<file path="src/rtl/fetch_stage_if.sv">
// Instruction-memory bus between the fetch stage and a combinational imem.
// The fetch stage drives the address and samples the read data in the same cycle.
interface fetch_stage_if;
    logic [31:0] imem_addr;
    logic [31:0] imem_rdata;

    modport master (
        output imem_addr,
        input  imem_rdata
    );

    modport slave (
        input  imem_addr,
        output imem_rdata
    );
endinterface

</file>
<file path="src/rtl/fetch_stage.sv">
// IF stage: PC register, next-PC selection, IF/ID pipeline register and
// saturating stall/flush event counters.
module fetch_stage #(
    parameter logic [31:0] RESET_PC = 32'h0000_0000,
    parameter logic [31:0] NOP_WORD = 32'h0000_0000
) (
    input  logic                clk,
    input  logic                rst,
    input  logic                should_stall_data_hazard,
    input  logic                should_stall_control_hazard,
    input  logic [1:0]          should_j_or_branch_or_jr,
    input  logic [31:0]         jr_target,
    fetch_stage_if.master       imem,
    output logic [31:0]         pc,
    output logic [31:0]         id_instruction,
    output logic [31:0]         id_pc_plus_4,
    output logic                id_is_NOP,
    output logic [15:0]         stall_count,
    output logic [15:0]         flush_count
);

    typedef enum logic [1:0] {
        SEL_SEQ    = 2'b00,
        SEL_JUMP   = 2'b01,
        SEL_BRANCH = 2'b10,
        SEL_JR     = 2'b11
    } sel_e;

    function automatic logic [15:0] sat_inc(input logic [15:0] v);
        return (v == 16'hFFFF) ? v : v + 16'd1;
    endfunction

    logic [31:0]        pc_q, pc_d;
    logic [31:0]        instr_q, instr_d;
    logic [31:0]        pc_plus_4_q, pc_plus_4_d;
    logic               is_nop_q, is_nop_d;
    logic [15:0]        stall_cnt_q, stall_cnt_d;
    logic [15:0]        flush_cnt_q, flush_cnt_d;

    logic [31:0]        seq_pc;
    logic [31:0]        jump_target;
    logic signed [31:0] branch_offset;
    logic [31:0]        branch_target;
    logic [31:0]        redirect_target;
    sel_e               sel;

    assign sel = sel_e'(should_j_or_branch_or_jr);

    // Targets depend only on the instruction already sitting in IF/ID, never on imem.
    always_comb begin
        seq_pc          = pc_q + 32'd4;
        jump_target     = {pc_plus_4_q[31:28], instr_q[25:0], 2'b00};
        branch_offset   = signed'({{14{instr_q[15]}}, instr_q[15:0], 2'b00});
        branch_target   = pc_plus_4_q + unsigned'(branch_offset);
        redirect_target = pc_q;
        unique case (sel)
            SEL_JUMP:   redirect_target = jump_target;
            SEL_BRANCH: redirect_target = branch_target;
            SEL_JR:     redirect_target = jr_target;
            default:    redirect_target = pc_q;
        endcase
    end

    always_comb begin
        pc_d        = pc_q;
        instr_d     = instr_q;
        pc_plus_4_d = pc_plus_4_q;
        is_nop_d    = is_nop_q;
        stall_cnt_d = stall_cnt_q;
        flush_cnt_d = flush_cnt_q;

        if (should_stall_data_hazard) begin
            stall_cnt_d = sat_inc(stall_cnt_q);
        end else if (should_stall_control_hazard) begin
            // A flush with no target selected re-fetches the current PC behind a bubble.
            if (sel != SEL_SEQ) begin
                pc_d = redirect_target;
            end
            instr_d     = NOP_WORD;
            pc_plus_4_d = 32'd0;
            is_nop_d    = 1'b1;
            flush_cnt_d = sat_inc(flush_cnt_q);
        end else begin
            pc_d        = seq_pc;
            instr_d     = imem.imem_rdata;
            pc_plus_4_d = seq_pc;
            is_nop_d    = 1'b0;
        end
    end

    always_ff @(posedge clk) begin
        if (rst) begin
            pc_q        <= RESET_PC;
            instr_q     <= NOP_WORD;
            pc_plus_4_q <= 32'd0;
            is_nop_q    <= 1'b1;
            stall_cnt_q <= 16'd0;
            flush_cnt_q <= 16'd0;
        end else begin
            pc_q        <= pc_d;
            instr_q     <= instr_d;
            pc_plus_4_q <= pc_plus_4_d;
            is_nop_q    <= is_nop_d;
            stall_cnt_q <= stall_cnt_d;
            flush_cnt_q <= flush_cnt_d;
        end
    end

    assign imem.imem_addr = pc_q;
    assign pc             = pc_q;
    assign id_instruction = instr_q;
    assign id_pc_plus_4   = pc_plus_4_q;
    assign id_is_NOP      = is_nop_q;
    assign stall_count    = stall_cnt_q;
    assign flush_count    = flush_cnt_q;

endmodule

</file>
<file path="src/flat_wrapper.sv">
// flat-port wrapper written by rule: the top's interface ports become plain ports
module fetch_stage_flat 
#(
    parameter logic [31:0] RESET_PC = 32'h0000_0000,
    parameter logic [31:0] NOP_WORD = 32'h0000_0000
)
  (clk, rst, should_stall_data_hazard, should_stall_control_hazard, should_j_or_branch_or_jr, jr_target, pc, id_instruction, id_pc_plus_4, id_is_NOP, stall_count, flush_count, imem_imem_addr, imem_imem_rdata);
  fetch_stage_if imem_i ();
  input  logic clk;
  input  logic rst;
  input  logic should_stall_data_hazard;
  input  logic should_stall_control_hazard;
  input  logic [1:0] should_j_or_branch_or_jr;
  input  logic [31:0] jr_target;
  output logic [31:0] pc;
  output logic [31:0] id_instruction;
  output logic [31:0] id_pc_plus_4;
  output logic id_is_NOP;
  output logic [15:0] stall_count;
  output logic [15:0] flush_count;
  output wire logic [$bits(imem_i.imem_addr)-1:0] imem_imem_addr;
  input wire logic [$bits(imem_i.imem_rdata)-1:0] imem_imem_rdata;
  assign imem_imem_addr = imem_i.imem_addr;
  assign imem_i.imem_rdata = imem_imem_rdata;
  fetch_stage #(.RESET_PC(RESET_PC), .NOP_WORD(NOP_WORD)) u_core (.clk(clk), .rst(rst), .should_stall_data_hazard(should_stall_data_hazard), .should_stall_control_hazard(should_stall_control_hazard), .should_j_or_branch_or_jr(should_j_or_branch_or_jr), .jr_target(jr_target), .imem(imem_i), .pc(pc), .id_instruction(id_instruction), .id_pc_plus_4(id_pc_plus_4), .id_is_NOP(id_is_NOP), .stall_count(stall_count), .flush_count(flush_count));
endmodule
</file>
<file path="config.mk">
export PLATFORM = sky130hd
export DESIGN_NAME = fetch_stage_flat
export DESIGN_NICKNAME = d
export VERILOG_FILES = /design/src/rtl/fetch_stage_if.sv /design/src/rtl/fetch_stage.sv /design/src/flat_wrapper.sv
export SDC_FILE = /design/constraint.sdc
export NUM_CORES = 1
export LEC_CHECK = 0
export CORE_MARGIN = 3
export CORE_UTILIZATION = 48
export CTS_CLUSTER_DIAMETER = 120
export DETAILED_ROUTE_END_ITERATION = 6
export PLACE_DENSITY = 0.81
export SETUP_SLACK_MARGIN = 0.02
export SYNTH_ARGS = -nofsm -noshare
export SYNTH_HDL_FRONTEND = slang
export SYNTH_SLANG_ARGS = --single-unit
</file>
<file path="constraint.sdc">
create_clock -name clk -period 3.7 [get_ports clk]
set_input_delay 0.37 -clock clk [delete_from_list [all_inputs] [get_ports clk]]
set_output_delay 0.37 -clock clk [all_outputs]
set_load 0.05 [all_outputs]
</file>
==> qor.csv <==
metric,value,unit
total length of routed wires,26910,um
Leak Pwr,3.967,nW
maximum operating frequency,321.8,MHz
Cell Rows,46,
FF-to-FF End,u_core.imem.imem_addr[28]$_SDFFE_PP0P_,
area added between synthesis and finish,34.41,%
overall die area,17990,um2
signal arrival time at the worst endpoint,3.44,ns
R2R setup slack,0.59,ns
half-perimeter wire length after detailed placement,19290,um
later-pin clock latency in the skew report,0.43,ns
Starting DRT DRC Count,729,
CTS Buf Count,17,
Mapped Area,7879,um2
number of H-tree levels,4,
critical path's largest stage delay,0.55,ns
met1 demand-to-capacity share in global routing,37.05,%
#FFs+latches synth,129,
Gate power share,20.1,%
Worst Tran Pin Value,1.090,ns
Int Pwr,2.662,mW
cell at the slowest stage of the critical path,sky130_fd_sc_hd__o31ai_1,
number of clock sinks seen by CTS,129,
nets@finish,1264,
total setup violations reported at the end of the flow,0,
crit path capture type,register,
worst hold path type,in2reg,
number of different library cells in the post-synthesis netlist,68,
setup repair after global routing missed its margin,false,
Net Switching,1.230,mW
share of the yosys chip area belonging to registers,32.78,%
Critical Setup Path Class,reg2reg,
CP endpoint,u_core.imem.imem_addr[28]$_SDFFE_PP0P_,
remaining antenna violation count,0,
number of warning messages in the yosys log,0,
final worst path period need,3.108,ns
maximum number of pins on one net before global-route repair,69,
final design instance area without fill,10590,um2
vias per std cell,5.924,
number of flops mapped to enable cells by yosys,0,
syn nets,1099,
Critical path buffers and inverters,1,
Vias,8222,
part of the power in registers,38.7,%
Worst R2R Path Depth,11,
final RePlAce weighted congestion,0.9939,
kind of launch point of the worst setup path,register,
share of synthesized registers carrying an async set or reset,0,%
"buffers from clock root to sink, at most",2,
reported max-cap violation count,0,
post-synthesis area per instance,7.934,um2
largest fanout on the critical path,4,
part of the total power dissipated in the clock network,41.1,%
total negative slack,0,ns
detailed-router iteration count before antenna repair,5,
cts repair resizes,0,
total count of max-transition violations in the final report,0,
Multi-input gate area,4698,um2
skew final,0.01031,ns
prevailing post-synth register cell,sky130_fd_sc_hd__dfxtp_1,
die extent in y,134.1,um
total of fill cells in the finished design,1404,
"top library cells by usage in the layout, fill and taps aside","228 x sky130_fd_sc_hd__clkdlybuf4s50_1, 155 x sky130_fd_sc_hd__nor2_1, 129 x sky130_fd_sc_hd__dfxtp_1, 73 x sky130_fd_sc_hd__nand2_1, 69 x sky130_fd_sc_hd__a21oi_1",
"most common cell after layout, fill and taps aside",sky130_fd_sc_hd__clkdlybuf4s50_1,
wire length per cell after detailed routing,19.39,um
layout cell share with drive strength beyond 1,5.038,%
Seq. cell area,2582,um2
met3 layer usage reported by global route,11.03,%
share of total power consumed by net switching,31.60,%
Die Wd,134.1,um
final critical-path share of the clock period,84.00,%
worst flop-to-flop path startpoint,u_core.id_instruction[0]$_SDFFE_PP0N_,
via count of the first global-routing pass,7874,
most crowded layer after global routing,met2,
largest vdd supply drop,0.4193,mV
final hold vios,0,
dominant cells by area after synthesis,"sky130_fd_sc_hd__dfxtp_1 33%, sky130_fd_sc_hd__nor2_1 7.4%, sky130_fd_sc_hd__a22oi_1 5.8%, sky130_fd_sc_hd__ha_1 5.6%, sky130_fd_sc_hd__a21oi_1 4.4%",
worst path cell trace,ha_1 > inv_1 > fa_1 > nand2b_1 > a21o_1 > a2bb2oi_1 > nor2_1 > o31ai_1 > nand3_1 > a31o_1 > a311oi_1,
family of cells with the greatest summed delay on the critical path,compound AO/OA/AOI/OAI gates,
global-route wire length before repair,42320,um
All-Layer GR Usage,29.37,%
library cell occupying the most area in the post-synthesis netlist,sky130_fd_sc_hd__dfxtp_1,
remaining global-route overflow,0,
"Cell Area, Placed",10030,um2
post-synthesis instance total,993,
I/O pins,231,
logic depth of the worst setup path including buffers,11,
DRC,0,
power per unit of standard cell area,367.4,nW/um2
cell at the root of the clock tree,sky130_fd_sc_hd__clkbuf_16,
relative slew slack,27.05,%
area of the placeable core,16000,um2
initial standard-cell utilization of the core,49.24,%
clock tree from TritonCTS,built,
clock edge transition at the registers on the reported setup and hold paths,0.06,ns
grt met2 use,47.36,%
total of hold buffers inserted after clock tree synthesis,0,
result of the run,"finished, final reports clean",
antenna violations before repair,1,
required arrival time at the worst endpoint,4.03,ns
postcts setup bufs,0,
count of buffers from port buffering,230,
worst setup path startpoint,u_core.id_instruction[0]$_SDFFE_PP0N_,
Yosys top cell area share,32.78,%
state kept, by name (all words and copies together) (netlist names):
signal and flops:
u_core.flush_count 16, u_core.id_instruction 32, u_core.id_is_NOP 1, u_core.id_pc_plus_4 32, u_core.imem.imem_addr 32, u_core.stall_count 16
power groups by stage:
stage                     clock network (mW)  logic, mW  registers [mW]
after global placement                     0      0.769            1.53
after detailed placement                   0      0.776            1.54
final                                   1.60      0.784            1.51
after CTS                               1.62      0.779            1.51
after floorplan                            0      0.368            1.67
after global routing                    1.67      0.827            1.51
stage by stage:
| stage | total power, mW | hold WS (ns) | setup slack, ns | util [%] | cells |
|---|---|---|---|---|---|
| 4_1_cts | 3.900 | 0.4846 | 0.6099 | 66.17 | 1387 |
| 2_1_floorplan | 2.036 | 0.5141 | 0.5328 | - | 993 |
| 3_5_place_dp | 2.311 | 0.4666 | 0.6321 | 62.69 | 1355 |
| 3_3_place_gp | 2.304 | 0.4567 | 0.6779 | 62.69 | 1355 |
| 5_1_grt | 4.011 | 0.4922 | 0.3154 | 66.17 | 1387 |
| 6_report | 3.891 | 0.4706 | 0.5920 | 66.19 | 1388 |
worst register-to-register path: stages (launching register included):
cell and delay [ns]:
sky130_fd_sc_hd__dfxtp_1 0.38, sky130_fd_sc_hd__ha_1 0.19, sky130_fd_sc_hd__inv_1 0.06, sky130_fd_sc_hd__fa_1 0.38
sky130_fd_sc_hd__nand2b_1 0.19, sky130_fd_sc_hd__a21o_1 0.21, sky130_fd_sc_hd__a2bb2oi_1 0.23, sky130_fd_sc_hd__nor2_1 0.12
sky130_fd_sc_hd__o31ai_1 0.55, sky130_fd_sc_hd__nand3_1 0.21, sky130_fd_sc_hd__a31o_1 0.25, sky130_fd_sc_hd__a311oi_1 0.25
how the worst min path moves through the flow:
stage / slack, ns / startpoint / end / cells past startpoint
floorplan: 0.51 / imem_imem_rdata[0] / u_core.id_instruction[0]$_SDFFE_PP0N_ / 2
global placement: 0.46 / u_core.id_is_NOP$_SDFFE_PP1N_ / u_core.id_is_NOP$_SDFFE_PP1N_ / 1
detailed placement: 0.47 / u_core.id_is_NOP$_SDFFE_PP1N_ / u_core.id_is_NOP$_SDFFE_PP1N_ / 1
CTS: 0.48 / u_core.id_is_NOP$_SDFFE_PP1N_ / u_core.id_is_NOP$_SDFFE_PP1N_ / 1
global route: 0.49 / rst / u_core.id_pc_plus_4[24]$_SDFFE_PP0N_ / 2
finish: 0.47 / rst / u_core.id_pc_plus_4[25]$_SDFFE_PP0N_ / 2
cells in the mapped netlist, drive strengths merged (4+ instances only):
cell     number
nor2        156
dfxtp       129
nand2        73
a21oi        72
a22oi        61
clkbuf       60
buf          39
xor2         39
xnor2        36
ha           35
nor3         32
o21ai        31
nand3        30
a21o         16
nand4        15
inv          14
a31oi        11
nor3b        10
a221oi        9
and3          9
and4          9
a211oi        8
nor2b         8
mux2i         7
o21a          6
o22ai         6
or3           6
a221o         5
nand2b        5
o211ai        5
a2111oi       4
o21bai        4
o221ai        4
o41ai         4
routing by layer:
metal / vias to the layer above / routed length (um)
met1: 3893 / 11040
met5: - / 0
met3: 52 / 2801
met4: 0 / 627
li1: 3875 / -
met2: 402 / 12450
kinds of logic (layout without fill, tap and decap cells):
group | count (synthesis) | count (layout) | share of synthesized area [%]
AND/OR/NAND/NOR | 367 | 367 | 21.63
AO/OA/AOI/OAI | 265 | 265 | 22.87
flip-flops | 129 | 129 | 32.78
buffers and inverters | 114 | 292 | 7.686
XOR/XNOR | 75 | 75 | 8.337
adder cells (fa/ha/maj) | 36 | 36 | 5.812
multiplexers | 7 | 7 | 0.8893
other | 0 | 1 | 0
layout make-up:
cell class | count | share of cell area (%)
diodes | 1 | 0.02363
clock buffers | 20 | 4.218
clock inverters | 12 | 1.040
inverters | 14 | 0.4962
multi-input cells | 750 | 44.36
flip-flops and latches | 129 | 24.39
well taps | 216 | 2.552
repair buffers | 246 | 22.92
Power figures use the tool's default switching activity.
